<file path="src/rtl/instability_pkg.sv">
// Shared definitions for the instability sweep block.
// Holds the sweep FSM state encoding, the default parameter values used by
// the top and the jump detector, and the width of the consecutive-jump counter.
package instability_pkg;

  typedef enum logic [2:0] {
    ST_IDLE   = 3'd0,
    ST_APPLY  = 3'd1,
    ST_WAIT   = 3'd2,
    ST_EVAL   = 3'd3,
    ST_FINISH = 3'd4
  } state_t;

  localparam int WIDTH_DEF     = 10;
  localparam int DELTA_DEF     = 300;
  localparam int IREF_STEP_DEF = 50;
  localparam int IREF_MIN_DEF  = 0;
  localparam int CONFIRM_DEF   = 2;
  localparam int TIMEOUT_DEF   = 1023;

  // CONFIRM is limited to 1..7, so three bits hold the run of jumps.
  localparam int RUN_W = 3;

endpackage

</file>
<file path="src/rtl/jump_detector.sv">
// Classifies each new Q sample against the previous one.
// A jump is a positive sample-to-sample increase strictly larger than DELTA;
// decreases are never jumps. Counts consecutive jumps and flags when the run
// reaches CONFIRM.
// Ports:
//   clk, rst  - clock, asynchronous active-high reset
//   clear     - start of a new sweep, zeroes the run counter
//   eval      - one-cycle strobe: classify q against last_q this cycle
//   first     - q is the first sample of the sweep (never a jump)
//   q         - sample being evaluated
//   last_q    - previous sample of the sweep
//   jump      - q is a jump relative to last_q
//   hit       - this evaluation brings the run of jumps to CONFIRM
//   run_cnt   - current consecutive-jump count
module jump_detector
  import instability_pkg::*;
#(
  parameter int WIDTH   = WIDTH_DEF,
  parameter int DELTA   = DELTA_DEF,
  parameter int CONFIRM = CONFIRM_DEF
) (
  input  logic             clk,
  input  logic             rst,
  input  logic             clear,
  input  logic             eval,
  input  logic             first,
  input  logic [WIDTH-1:0] q,
  input  logic [WIDTH-1:0] last_q,
  output logic             jump,
  output logic             hit,
  output logic [RUN_W-1:0] run_cnt
);

  localparam logic signed [WIDTH:0] DELTA_S   = (WIDTH+1)'(DELTA);
  localparam logic [RUN_W-1:0]      CONFIRM_W = RUN_W'(CONFIRM);

  logic signed [WIDTH:0] diff_s;
  logic [RUN_W-1:0]      run_next_s;

  // Signed difference with one guard bit so a drop stays negative.
  always_comb begin
    diff_s     = $signed({1'b0, q}) - $signed({1'b0, last_q});
    jump       = 1'b0;
    run_next_s = {RUN_W{1'b0}};
    if (first) begin
      jump       = 1'b0;
      run_next_s = {RUN_W{1'b0}};
    end else if (diff_s > DELTA_S) begin
      jump       = 1'b1;
      run_next_s = run_cnt + 3'd1;
    end else begin
      jump       = 1'b0;
      run_next_s = {RUN_W{1'b0}};
    end
    hit = eval && (run_next_s == CONFIRM_W);
  end

  // Consecutive-jump counter, advanced once per evaluated sample.
  always_ff @(posedge clk or posedge rst) begin
    if (rst) begin
      run_cnt <= {RUN_W{1'b0}};
    end else if (clear) begin
      run_cnt <= {RUN_W{1'b0}};
    end else if (eval) begin
      run_cnt <= run_next_s;
    end else begin
      run_cnt <= run_cnt;
    end
  end

endmodule

</file>
<file path="src/rtl/instability_sweep.sv">
// Sweeps a reference current downward from full scale, requesting one Q
// measurement per step, and looks for the point where Q starts jumping.
// When CONFIRM consecutive jumps are seen, the last reference that gave a
// stable sample becomes the Q-control upper bound (i_ref_setup).
// Ports:
//   clk, rst     - clock, asynchronous active-high reset
//   start        - sweep request pulse (accepted only in IDLE with enable=1)
//   enable       - sweep permit; low aborts an active sweep without done
//   meas_start   - one-cycle measurement request
//   q_valid      - measurement-done strobe (only honoured while waiting)
//   q_measured   - measured Q
//   i_ref        - reference currently applied
//   i_ref_setup  - upper bound handed to the Q control module
//   busy         - sweep in progress (APPLY, WAIT, EVAL)
//   done         - one-cycle completion pulse
//   found        - instability located by the last sweep
//   timeout      - last sweep ended on a measurement timeout
module instability_sweep
  import instability_pkg::*;
#(
  parameter int WIDTH     = WIDTH_DEF,
  parameter int DELTA     = DELTA_DEF,
  parameter int IREF_STEP = IREF_STEP_DEF,
  parameter int IREF_MIN  = IREF_MIN_DEF,
  parameter int CONFIRM   = CONFIRM_DEF,
  parameter int TIMEOUT   = TIMEOUT_DEF
) (
  input  logic             clk,
  input  logic             rst,
  input  logic             start,
  input  logic             enable,
  output logic             meas_start,
  input  logic             q_valid,
  input  logic [WIDTH-1:0] q_measured,
  output logic [WIDTH-1:0] i_ref,
  output logic [WIDTH-1:0] i_ref_setup,
  output logic             busy,
  output logic             done,
  output logic             found,
  output logic             timeout
);

  localparam int               WAIT_W     = $clog2(TIMEOUT + 1);
  localparam logic [WAIT_W-1:0] WAIT_LAST = WAIT_W'(TIMEOUT - 1);
  localparam logic [WIDTH-1:0] REF_MAX    = {WIDTH{1'b1}};
  localparam logic [WIDTH-1:0] STEP_W     = WIDTH'(IREF_STEP);
  // Stepping is allowed only while i_ref - IREF_STEP stays at or above IREF_MIN.
  localparam logic [WIDTH:0]   STEP_FLOOR = (WIDTH+1)'(IREF_MIN + IREF_STEP);

  state_t            state_r;
  logic [WAIT_W-1:0] wait_cnt_r;
  logic [WIDTH-1:0]  q_lat_r;
  logic [WIDTH-1:0]  last_q_r;
  logic [WIDTH-1:0]  stable_r;
  logic              first_r;

  logic              clear_s;
  logic              eval_s;
  logic              jump_s;
  logic              hit_s;
  logic [RUN_W-1:0]  run_cnt_s;

  // Detector strobes: clear on an accepted start, classify in an enabled EVAL.
  always_comb begin
    clear_s = (state_r == ST_IDLE) && start && enable;
    eval_s  = (state_r == ST_EVAL) && enable;
  end

  jump_detector #(
    .WIDTH   (WIDTH),
    .DELTA   (DELTA),
    .CONFIRM (CONFIRM)
  ) u_jump_detector (
    .clk     (clk),
    .rst     (rst),
    .clear   (clear_s),
    .eval    (eval_s),
    .first   (first_r),
    .q       (q_lat_r),
    .last_q  (last_q_r),
    .jump    (jump_s),
    .hit     (hit_s),
    .run_cnt (run_cnt_s)
  );

  // Sweep FSM; all outputs are registered and reflect the state being entered.
  always_ff @(posedge clk or posedge rst) begin
    if (rst) begin
      state_r     <= ST_IDLE;
      i_ref       <= REF_MAX;
      i_ref_setup <= REF_MAX;
      meas_start  <= 1'b0;
      busy        <= 1'b0;
      done        <= 1'b0;
      found       <= 1'b0;
      timeout     <= 1'b0;
      wait_cnt_r  <= {WAIT_W{1'b0}};
      q_lat_r     <= {WIDTH{1'b0}};
      last_q_r    <= {WIDTH{1'b0}};
      stable_r    <= REF_MAX;
      first_r     <= 1'b0;
    end else begin
      meas_start <= 1'b0;
      done       <= 1'b0;
      if ((state_r != ST_IDLE) && !enable) begin
        // Abort: drop back without done; references keep their values.
        state_r <= ST_IDLE;
        busy    <= 1'b0;
      end else begin
        case (state_r)
          ST_IDLE: begin
            if (start && enable) begin
              i_ref      <= REF_MAX;
              found      <= 1'b0;
              timeout    <= 1'b0;
              first_r    <= 1'b1;
              stable_r   <= REF_MAX;
              meas_start <= 1'b1;
              busy       <= 1'b1;
              state_r    <= ST_APPLY;
            end
          end
          ST_APPLY: begin
            wait_cnt_r <= {WAIT_W{1'b0}};
            state_r    <= ST_WAIT;
          end
          ST_WAIT: begin
            if (q_valid) begin
              q_lat_r <= q_measured;
              state_r <= ST_EVAL;
            end else if (wait_cnt_r == WAIT_LAST) begin
              timeout <= 1'b1;
              found   <= 1'b0;
              busy    <= 1'b0;
              done    <= 1'b1;
              state_r <= ST_FINISH;
            end else begin
              wait_cnt_r <= wait_cnt_r + 1'b1;
            end
          end
          ST_EVAL: begin
            last_q_r <= q_lat_r;
            first_r  <= 1'b0;
            // The last non-jumping reference is the candidate safe bound.
            if (!jump_s) begin
              stable_r <= i_ref;
            end
            if (hit_s) begin
              found       <= 1'b1;
              i_ref_setup <= stable_r;
              busy        <= 1'b0;
              done        <= 1'b1;
              state_r     <= ST_FINISH;
            end else if ({1'b0, i_ref} >= STEP_FLOOR) begin
              i_ref      <= i_ref - STEP_W;
              meas_start <= 1'b1;
              state_r    <= ST_APPLY;
            end else begin
              found   <= 1'b0;
              busy    <= 1'b0;
              done    <= 1'b1;
              state_r <= ST_FINISH;
            end
          end
          ST_FINISH: begin
            state_r <= ST_IDLE;
          end
          default: begin
            busy    <= 1'b0;
            state_r <= ST_IDLE;
          end
        endcase
      end
    end
  end

endmodule

</file>
<file path="config.mk">
export PLATFORM = sky130hd
export DESIGN_NAME = instability_sweep
export DESIGN_NICKNAME = d
export VERILOG_FILES = /design/src/rtl/instability_pkg.sv /design/src/rtl/jump_detector.sv /design/src/rtl/instability_sweep.sv
export SDC_FILE = /design/constraint.sdc
export NUM_CORES = 1
export LEC_CHECK = 0
export BUFFER_PORTS_ARGS = -buffer_cell sky130_fd_sc_hd__buf_2
export CAP_MARGIN = 25
export CELL_PAD_IN_SITES_DETAIL_PLACEMENT = 0
export CELL_PAD_IN_SITES_GLOBAL_PLACEMENT = 1
export CORE_MARGIN = 2
export CORE_UTILIZATION = 49
export CTS_CLUSTER_DIAMETER = 120
export CTS_CLUSTER_SIZE = 40
export DETAILED_ROUTE_END_ITERATION = 10
export GPL_TIMING_DRIVEN = 0
export PLACE_DENSITY = 0.86
export SLEW_MARGIN = 20
export SYNTH_ARGS = -nofsm -noshare
export SYNTH_HDL_FRONTEND = slang
export SYNTH_SLANG_ARGS = --single-unit
export TNS_END_PERCENT = 50
</file>
<file path="constraint.sdc">
create_clock -name clk -period 5.6 [get_ports clk]
set_input_delay 0.56 -clock clk [delete_from_list [all_inputs] [get_ports clk]]
set_output_delay 0.56 -clock clk [all_outputs]
set_load 0.02 [all_outputs]
</file>
==> out/qor.json <==
{
  "status": "completed",
  "relative_max_transition_margin_pct": 55.90,
  "ir_drop_uv": 307.3,
  "diodes": 0,
  "start_util_pct": 50.94,
  "timing.critical_path.fanout_max": 10,
  "grt_start_max_net_pins": 52,
  "worstSetupStartpointType": "flop",
  "via_density_per_instance": 5.356,
  "cts_root_buffer": "sky130_fd_sc_hd__clkbuf_8",
  "die_y_um": 91.07,
  "post-route-cell-area_mm2": 0.004292,
  "post_cts_hold_buffer_count": 0,
  "route.vias.total": 2817,
  "share_of_synthesized_registers_carrying_an_async_set_or_reset_pct": 100.0,
  "max_cap_violations": 0,
  "synth.cell_area_mm2": 0.003715,
  "drt_first_pass_iters": 4,
  "worst_ep_arrival_time_ps": 3360,
  "max_clock_freq_ghz": 0.3230,
  "finish.net_count": 452,
  "multiInputGateArea_mm2": 0.001732,
  "detail_route.iter0.violations": 150,
  "met3_usage_pct": 2.573,
  "clk_transition_reported_paths_ps": 80,
  "dieWidth_um": 91.07,
  "grt_setup_unrepaired": "false",
  "routed_wl_um": 7480,
  "place_ws_ps": 2498,
  "post_cts.repair.setup_buffers": 0,
  "detail_route.drc_violations": 0,
  "gr-usage-met1_pct": 25.83,
  "cts_max_level": 3,
  "port_buffers": 38,
  "grt.busiest_layer": "met2",
  "synth_enable_flop_cells": 0,
  "yosysTopAreaCellShare_pct": 28.29,
  "ctsLongestPathBuffers": 2,
  "grt_pass1_vias": 2844,
  "tightest_slew_ps": 659.1,
  "worstPathRequired_ps": 5870,
  "report.final.hold_viol_count": 0,
  "global_route.overflow_total": 0,
  "dpl-instance-area_mm2": 0.004059,
  "synthesis.yosys.warnings": 0,
  "finalSetupViolCount": 0,
  "power_density_mw_per_mm2": 467.8,
  "grt_antenna_before_repair": 0,
  "final_sum_of_negative_setup_slack_ps": 0,
  "yosys_most_used_dff": "sky130_fd_sc_hd__dfrtp_1",
  "yosys_register_bits": 72,
  "fill_cells": 666,
  "power_leakage_nw": 1.987,
  "routed_wire_length_per_instance_um": 14.22,
  "hold_path_class": "input port to asynchronous set/reset pin",
  "core.rowCount": 31,
  "fin_worst_skew_ps": 6.858,
  "all_layer_gr_usage_pct": 19.80,
  "clock_sink_count": 72,
  "cts_buffers": 9,
  "final.period_utilization_pct": 55.29,
  "crit_path_end_kind": "flop",
  "ys_top_cells_by_area": "sky130_fd_sc_hd__dfrtp_1 (28%), sky130_fd_sc_hd__dfstp_2 (21%), sky130_fd_sc_hd__nand2_1 (4.9%), sky130_fd_sc_hd__ha_1 (4.7%), sky130_fd_sc_hd__o21ai_0 (4.2%)",
  "area_growth_syn_to_layout_pct": 15.53,
  "hpwlAfterDp_um": 5494,
  "synth-seq-area-share_pct": 49.51,
  "syn_avg_cell_area_um2": 9.986,
  "routabilityCongestion": 0.8351,
  "cts_tree": "built",
  "route.antenna.remaining_nets": 0,
  "seq_area_mm2": 0.001839,
  "post-route-worst-setup-slack_ps": 2504,
  "floorplan.core_area_mm2": 0.007292,
  "synthesized_nets": 402,
  "final_layout_size_suffix_gt1_share_pct": 25.76,
  "clock_latency_ps": 340,
  "design.die.area_mm2": 0.008294,
  "ctsResizeCount": 0,
  "timing_max_transition_violations_final": 0,
  "grt_util_met2_pct": 33.40,
  "io_pins": 40,
  "setup.worst_path.class": "flop to flop",
  "synth_area_leader_cell": "sky130_fd_sc_hd__dfrtp_1",
  "grt_pass1_wl_um": 13320,
  "postSynthCellCount": 372,
  "synth.distinct_cells": 51,
  "final.min_clock_period_ps": 3096
}
## synth_stat cells, types with 3 or more instances
master,instances
sky130_fd_sc_hd__a21oi_1,15
sky130_fd_sc_hd__a31oi_1,7
sky130_fd_sc_hd__and3_1,6
sky130_fd_sc_hd__clkbuf_1,6
sky130_fd_sc_hd__dfrtp_1,42
sky130_fd_sc_hd__dfstp_2,30
sky130_fd_sc_hd__ha_1,14
sky130_fd_sc_hd__inv_1,26
sky130_fd_sc_hd__mux2_2,13
sky130_fd_sc_hd__mux2i_1,9
sky130_fd_sc_hd__nand2_1,48
sky130_fd_sc_hd__nand2b_1,7
sky130_fd_sc_hd__nand3_1,11
sky130_fd_sc_hd__nand4_1,7
sky130_fd_sc_hd__nor2_1,34
sky130_fd_sc_hd__nor3_1,5
sky130_fd_sc_hd__nor4_1,3
sky130_fd_sc_hd__o21ai_0,31
sky130_fd_sc_hd__o31ai_1,3
sky130_fd_sc_hd__or3_1,5
sky130_fd_sc_hd__xnor2_1,7
sky130_fd_sc_hd__xor2_1,5
## path summary, 6_finish.rpt
check,start,endpoint,slack (ps),cells past startpoint
worst max-delay path,q_lat_r[0],i_ref_setup[5],2500,13
worst min-delay path,rst,q_lat_r[6],170,2
worst max register to register,q_lat_r[0],i_ref_setup[5],2500,13
worst min register to register,stable_r[4],stable_r[4],480,2
max in group asynchronous,rst,i_ref[4],4830,3
min in group clk,q_measured[0],q_lat_r[0],440,2
## logic make-up (layout without fill, tap and decap cells)
logic type | after synthesis | after routing | share of synthesized area (%)
AND/OR/NAND/NOR | 136 | 136 | 17.45
AO/OA/AOI/OAI | 78 | 78 | 13.91
flip-flops | 72 | 72 | 49.51
buffers and inverters | 35 | 90 | 3.873
multiplexers | 24 | 24 | 7.174
adder cells (fa/ha/maj) | 15 | 15 | 5.254
XOR/XNOR | 12 | 12 | 2.829
## through the flow
step / power [mW] / hold WS [ps] / std cells / util (%)
floorplan: 1.389 / 451.0 / 372 / -
CTS: 2.030 / 164.8 / 526 / 58.85
finish: 2.008 / 170.3 / 526 / 58.85
global placement: 1.528 / 455.0 / 509 / 55.25
detailed placement: 1.559 / 467.4 / 510 / 55.66
global route: 2.173 / 182.0 / 526 / 58.85
## report_power, final
| part | total (mW) | internal [mW] | switching, mW |
|---|---|---|---|
| logic | 0.846 | 0.352 | 0.494 |
| clock network | 0.458 | 0.261 | 0.197 |
| registers | 0.704 | 0.630 | 0.0735 |
## per-layer routing
layer | up-vias | wire (µm) | part of all wire [%]
li1 | 1407 | - | -
met1 | 1362 | 3442 | 46
met2 | 42 | 3718 | 50
met3 | 6 | 249 | 3.3
met4 | 0 | 69 | 0.92
met5 | - | 0 | 0
## layout by cell type, fill, tap and decap left out, types with 2 or more instances in the layout
| cell | n |
|---|---|
| sky130_fd_sc_hd__nand2_1 | 48 |
| sky130_fd_sc_hd__dfrtp_1 | 42 |
| sky130_fd_sc_hd__buf_2 | 39 |
| sky130_fd_sc_hd__nor2_1 | 34 |
| sky130_fd_sc_hd__o21ai_0 | 31 |
| sky130_fd_sc_hd__dfstp_2 | 30 |
| sky130_fd_sc_hd__inv_1 | 25 |
| sky130_fd_sc_hd__a21oi_1 | 15 |
| sky130_fd_sc_hd__ha_1 | 14 |
| sky130_fd_sc_hd__mux2_2 | 13 |
| sky130_fd_sc_hd__nand3_1 | 11 |
| sky130_fd_sc_hd__mux2i_1 | 9 |
| sky130_fd_sc_hd__clkbuf_8 | 9 |
| sky130_fd_sc_hd__nand2b_1 | 7 |
| sky130_fd_sc_hd__xnor2_1 | 7 |
| sky130_fd_sc_hd__nand4_1 | 7 |
| sky130_fd_sc_hd__a31oi_1 | 7 |
| sky130_fd_sc_hd__clkbuf_1 | 6 |
| sky130_fd_sc_hd__and3_1 | 6 |
| sky130_fd_sc_hd__nor3_1 | 5 |
| sky130_fd_sc_hd__xor2_1 | 5 |
| sky130_fd_sc_hd__or3_1 | 5 |
| sky130_fd_sc_hd__nor4_1 | 3 |
| sky130_fd_sc_hd__o31ai_1 | 3 |
| sky130_fd_sc_hd__a211o_1 | 2 |
| sky130_fd_sc_hd__a221o_1 | 2 |
| sky130_fd_sc_hd__a21o_1 | 2 |
| sky130_fd_sc_hd__a31oi_4 | 2 |
| sky130_fd_sc_hd__nor2b_1 | 2 |
| sky130_fd_sc_hd__a21boi_0 | 2 |
| sky130_fd_sc_hd__o22ai_1 | 2 |
| sky130_fd_sc_hd__mux2_4 | 2 |
| sky130_fd_sc_hd__inv_4 | 2 |
| sky130_fd_sc_hd__a211oi_1 | 2 |
| sky130_fd_sc_hd__clkbuf_16 | 2 |
| sky130_fd_sc_hd__clkinv_4 | 2 |
## cell type report
cell class              instances  share of cell area (%)
plain buffers                   9                   1.079
flip-flops and latches         72                   42.86
inverters                      26                   2.332
clock buffers                  11                   4.052
well taps                      99                   2.886
clock inverters                 5                   1.370
multi-input cells             265                   40.35
repair buffers                 39                   5.073
## critical path, stage by stage (launching register included)
cell and delay [ps]:
sky130_fd_sc_hd__dfrtp_1 380, sky130_fd_sc_hd__inv_1 70, sky130_fd_sc_hd__ha_1 160, sky130_fd_sc_hd__inv_1 50, sky130_fd_sc_hd__fa_1 400, sky130_fd_sc_hd__a211o_1 300
sky130_fd_sc_hd__a221o_1 360, sky130_fd_sc_hd__xor2_1 170, sky130_fd_sc_hd__a211oi_2 310, sky130_fd_sc_hd__o21ai_4 150, sky130_fd_sc_hd__nand2_4 160, sky130_fd_sc_hd__clkbuf_1 350
sky130_fd_sc_hd__nand2_1 100, sky130_fd_sc_hd__o21ai_0 90
## flip-flops by register name, summed over array words and instances (netlist names)
| signal | count |
|---|---|
| state_r | 3 |
| u_jump_detector.run_cnt | 3 |
| meas_start | 1 |
| i_ref_setup | 10 |
| done | 1 |
| i_ref | 10 |
| busy | 1 |
| timeout | 1 |
| last_q_r | 10 |
| found | 1 |
| wait_cnt_r | 10 |
| first_r | 1 |
| stable_r | 10 |
| q_lat_r | 10 |
Note: power is estimated with default switching activity, not from simulation.
